### config.mk
export PLATFORM = sky130hd
export DESIGN_NAME = tick_divider
export DESIGN_NICKNAME = d
export VERILOG_FILES = /design/src/rtl/tick_divider.sv
export SDC_FILE = /design/constraint.sdc
export NUM_CORES = 1
export LEC_CHECK = 0
export BUFFER_PORTS_ARGS = -buffer_cell sky130_fd_sc_hd__buf_2
export CAP_MARGIN = 20
export CORE_UTILIZATION = 52
export CTS_BUF_LIST = sky130_fd_sc_hd__clkbuf_4 sky130_fd_sc_hd__clkbuf_8
export CTS_CLUSTER_SIZE = 16
export DETAILED_ROUTE_END_ITERATION = 16
export HOLD_SLACK_MARGIN = 0.08
export PLACE_DENSITY = 0.8
export SYNTH_ARGS = -nofsm -noshare
export SYNTH_HDL_FRONTEND = slang
export SYNTH_SLANG_ARGS = --single-unit
export TNS_END_PERCENT = 1
### constraint.sdc
create_clock -name clk -period 3.9 [get_ports clk]
set_clock_uncertainty 0.15 [all_clocks]
set_input_delay 0.39 -clock clk [delete_from_list [all_inputs] [get_ports clk]]
set_output_delay 0.39 -clock clk [all_outputs]
set_load 0.05 [all_outputs]
### src/rtl/tick_divider.sv
// Modulo-D tick divider: counts accepted ticks modulo a runtime divisor,
// giving a square wave, a wrap pulse, the live count and the active divisor.
//
// Ports:
//   clk          rising-edge clock
//   reset        synchronous, active-low reset
//   tick_in      single-cycle count enable from the upstream counter
//   en           run enable; ticks ignored and state held when low
//   div_in       requested divisor (0 is ignored)
//   div_load     one-cycle strobe requesting div_in as the divisor
//   count        current count, 0..div_cur-1
//   sq_out       registered square wave, high while count < ceil(D/2)
//   tc_pulse     registered one-cycle pulse after each wrapping tick
//   div_cur      divisor currently in effect
//   load_pending a new divisor waits for the next wrap
module tick_divider #(
  parameter int WIDTH       = 8,
  parameter int DEFAULT_DIV = 2
) (
  input  logic             clk,
  input  logic             reset,
  input  logic             tick_in,
  input  logic             en,
  input  logic [WIDTH-1:0] div_in,
  input  logic             div_load,
  output logic [WIDTH-1:0] count,
  output logic             sq_out,
  output logic             tc_pulse,
  output logic [WIDTH-1:0] div_cur,
  output logic             load_pending
);

  localparam logic [WIDTH-1:0] ONE = WIDTH'(1);
  localparam logic [WIDTH-1:0] DEF = WIDTH'(DEFAULT_DIV);

  logic [WIDTH-1:0] count_q, count_d;
  logic             sq_q, sq_d;
  logic             tc_q, tc_d;
  logic [WIDTH-1:0] div_q, div_d;
  logic [WIDTH-1:0] pend_q, pend_d;
  logic             lp_q, lp_d;

  logic             acc;
  logic             load_ok;
  logic             wrap;
  logic [WIDTH:0]   half;

  always_comb begin
    count_d = count_q;
    sq_d    = sq_q;
    tc_d    = 1'b0;
    div_d   = div_q;
    pend_d  = pend_q;
    lp_d    = lp_q;
    acc     = tick_in & en;
    load_ok = div_load & (div_in != '0);
    wrap    = acc & (count_q == (div_q - ONE));
    half    = '0;

    if (load_ok && !en) begin
      // Stopped divider: new divisor applies at once and restarts low.
      div_d   = div_in;
      count_d = '0;
      sq_d    = 1'b0;
      pend_d  = '0;
      lp_d    = 1'b0;
    end else begin
      if (acc) begin
        count_d = wrap ? '0 : count_q + ONE;
      end
      if (wrap) begin
        tc_d = 1'b1;
        // A load on the wrap edge beats any older pending value.
        if (load_ok) begin
          div_d  = div_in;
          pend_d = '0;
          lp_d   = 1'b0;
        end else if (lp_q) begin
          div_d  = pend_q;
          pend_d = '0;
          lp_d   = 1'b0;
        end
      end else if (load_ok) begin
        pend_d = div_in;
        lp_d   = 1'b1;
      end
      if (acc) begin
        // ceil(D/2) in WIDTH+1 bits so D = 2^WIDTH-1 cannot overflow.
        half = ({1'b0, div_d} + 1'b1) >> 1;
        sq_d = ({1'b0, count_d} < half);
      end
    end
  end

  always_ff @(posedge clk) begin
    if (!reset) begin
      count_q <= '0;
      sq_q    <= 1'b0;
      tc_q    <= 1'b0;
      div_q   <= DEF;
      pend_q  <= '0;
      lp_q    <= 1'b0;
    end else begin
      count_q <= count_d;
      sq_q    <= sq_d;
      tc_q    <= tc_d;
      div_q   <= div_d;
      pend_q  <= pend_d;
      lp_q    <= lp_d;
    end
  end

  assign count        = count_q;
  assign sq_out       = sq_q;
  assign tc_pulse     = tc_q;
  assign div_cur      = div_q;
  assign load_pending = lp_q;

endmodule
==> metrics.md <==
| Metric | Value |
|---|---|
| Status | finished clean |
| Sequential share of the synthesized area | 28.9% |
| Async set-or-reset flop fraction in the synthesized netlist | 0% |
| Initial core utilization | 55.1% |
| Clock transition at path regs | 0.15 ns |
| Cell Area, Synth | 0.00187 mm² |
| # DRC | 0 |
| Maxcap violations | 0 |
| TritonCTS clock tree | built |
| Final std cells w/o fill | 329 |
| Drt first-iter violations | 146 |
| H-tree depth | 1 |
| Final Cycle Share | 96.3% |
| Initial antenna violation count | 0 |
| Buffers on Ports | 31 |
| Tightest Hold Check Type | in2reg |
| Core ar. | 0.00339 mm² |
| Final Hold Fails | 0 |
| RR Endpoint | sq_out$_SDFFE_PP0P_ |
| Die footprint | 0.00384 mm² |
| Worst-Skew Late Latency | 0.32 ns |
| Final-stage net count | 307 |
| Period minus WS final | 3.76 ns |
| Drt via density | 5.79 |
| Number of cells on the worst reg-to-reg path | 17 |
| Diode count | 0 |
| Reg-to-reg setup timing slack | 0.14 ns |
| Via count | 1905 |
| Critical Path Source | div_cur[1]$_SDFF_PN1_ |
| Clk sink count | 27 |
| Mapped Cells | 230 |
| Clk buf depth | 2 |
| Largest net degree at the start of global routing | 17 |
| 1st-pass router iterations | 5 |
| Final WL | 5.04 mm |
| Routed len/inst | 15.3 µm |
| DIE WIDTH | 61.9 µm |
| Vias in the first global route | 1603 |
| Most frequent cells in the layout | 31 x nor2_1, 31 x buf_2, 26 x buf_4 |
| Synth Area per Inst | 8.12 µm² |
| Root buf cell | clkbuf_4 |
| Leak Pwr | 0.000993 µW |
| Die Y | 61.9 µm |
| Synthesis Warnings | 0 |
| Required time worst endpoint | 4.03 ns |
| Fmax | 266 MHz |
| Dpl cells | 317 |
| # rows | 21 |
| First-pass GRT wire length | 7.20 mm |
| Pwr Total | 607 µW |
| Gpl congestion | 0.967 |
| R2R Path Start | div_cur[1]$_SDFF_PN1_ |
| Gr ovfl total | 0 |
| Critical path class | reg2reg |
| Most used flip-flop cell after synthesis | dfxtp_1 |
| Slew headroom | 41.0% |
| Cell taking the most area after synthesis | dfxtp_1 |
| Power density over cell area | 252 mW/mm² |
| I/O pin cnt | 32 |
| Layout area overhead | 28.8% |
| Peak supply drop | 167 µV |
| Syn nets | 253 |
| CP max FO | 7 |
| CP endpoint kind | register |
| CP arrival | 3.88 ns |
| Share of layout cells above drive strength 1 | 34.6% |
| HPWL Detailed | 3.56 mm |
| EDFF count, synth | 0 |
| Synth area leaders | dfxtp_1 29%, ha_1 6.7%, nor2_1 6.4%, xor2_1 5.6%, nand2_1 4.0% |
| GRT Total Usage | 25.8% |
| Crit path capture | sq_out$_SDFFE_PP0P_ |
| Fin util | 71.0% |
| Clock buffer count from CTS | 3 |
| Synthesized flop and latch total | 27 |
| Final setup fails | 0 |
| Antenna viol nets, final | 0 |
| Netlist cell types | 51 |
| Worst-margin pin slew | 0.881 ns |
| Area share of the largest cell type after synthesis | 28.9% |
| Startpoint class of the critical path | register |
| Slew Limit Fails | 0 |
per-layer routing:
metal | vias up | part of all wire (%) | global-route usage (%)
met1 | 898 | 44 | 35.4
li1 | 927 | - | -
met2 | 72 | 48 | 42.2
met3 | 8 | 6.2 | 3.31
met4 | 0 | 1.5 | 7.62
met5 | - | 0 | 0
stage by stage:
| stage | setup WS, ns | hold WS, ns | cell area [µm²] | TNS, ns |
|---|---|---|---|---|
| after floorplan | 0.0244 | 0.284 | 1880 | 0 |
| after global placement | -0.0644 | 0.299 | 2180 | -0.0644 |
| after detailed placement | -0.185 | 0.298 | 2180 | -0.185 |
| after CTS | 0.0164 | 0.169 | 2250 | 0 |
| after global routing | -0.101 | 0.152 | 2410 | -0.101 |
| final | 0.144 | 0.177 | 2410 | 0 |
logic make-up after synthesis:
group                      synth area share, %
DFF                                       28.9
adders and majority gates                 6.70
muxes                                     1.07
xor gates and xnor gates                  10.2
and+or+nand+nor                           26.4
buffers and inverters                     4.75
AOI/OAI and AO/OA                         21.9
area by class of cell:
cell class / instances / area, µm²
Clock buffer: 3 / 22.5
Fill cell: 253 / 983
Timing Repair Buffer: 58 / 362
Tap cell: 46 / 57.6
Clock inverter: 1 / 5.00
Sequential cell: 27 / 553
Inverter: 9 / 33.8
Multi-Input combinational cell: 185 / 1370
state kept, by name, summed over array words and instances (netlist names):
signal and count:
pend_q 8, div_cur 8, load_pending 1, tc_pulse 1, count 8, sq_out 1
report_power, final:
group	switching, µW	internal (µW)	leakage (µW)
clock network	83.1	38.4	0.0000177
registers	15.3	287	0.000223
logic	108	75.9	0.000753
total	206	401	0.000993
critical path, cell delays in order, from the launching register on:
cell	delay, ns
dfxtp_4	0.39
nor2_1	0.29
nor4b_4	0.26
a32oi_1	0.12
a21o_1	0.26
a211oi_4	0.22
buf_6	0.16
buf_4	0.12
o22ai_2	0.08
nor3_2	0.18
xor2_1	0.17
ha_1	0.28
a21o_1	0.21
a211oi_2	0.21
a22oi_1	0.09
nor2_1	0.14
nor4b_2	0.22
a22o_1	0.16
timing repair:
| action | CTS | global route |
|---|---|---|
| hold buffers | 0 | 0 |
| pin swaps | 1 | 14 |
| resized for setup | 5 | 26 |
| setup buffers | 1 | 7 |
| cloned | 0 | 0 |
| endpoints found under the setup margin | 1 | 1 |
how the worst min path moves through the flow:
stage | start | to | cells after the start | slack [ns]
floorplan | pend_q[1]$_SDFFE_PP0P_ | pend_q[1]$_SDFFE_PP0P_ | 1 | 0.28
global placement | pend_q[3]$_SDFFE_PP0P_ | pend_q[3]$_SDFFE_PP0P_ | 1 | 0.30
detailed placement | pend_q[3]$_SDFFE_PP0P_ | pend_q[3]$_SDFFE_PP0P_ | 1 | 0.30
CTS | div_in[7] | pend_q[7]$_SDFFE_PP0P_ | 2 | 0.17
global route | div_in[6] | pend_q[6]$_SDFFE_PP0P_ | 2 | 0.15
finish | div_in[6] | pend_q[6]$_SDFFE_PP0P_ | 2 | 0.18
synthesized netlist by cell type, types with 3 or more instances:
cell and n:
a21o_1 3, a21oi_1 7, a22o_1 7, a31oi_1 4, and2_1 8, clkbuf_1 4, dfxtp_1 27, ha_1 10
inv_1 9, nand2_1 20, nand2b_1 5, nand3_1 3, nand3b_1 4, nand4_1 5, nor2_1 32, nor3_1 4
o21ai_0 12, o22ai_1 5, xnor2_1 8, xor2_1 12
No activity file was read; power rests on OpenSTA's default activity.
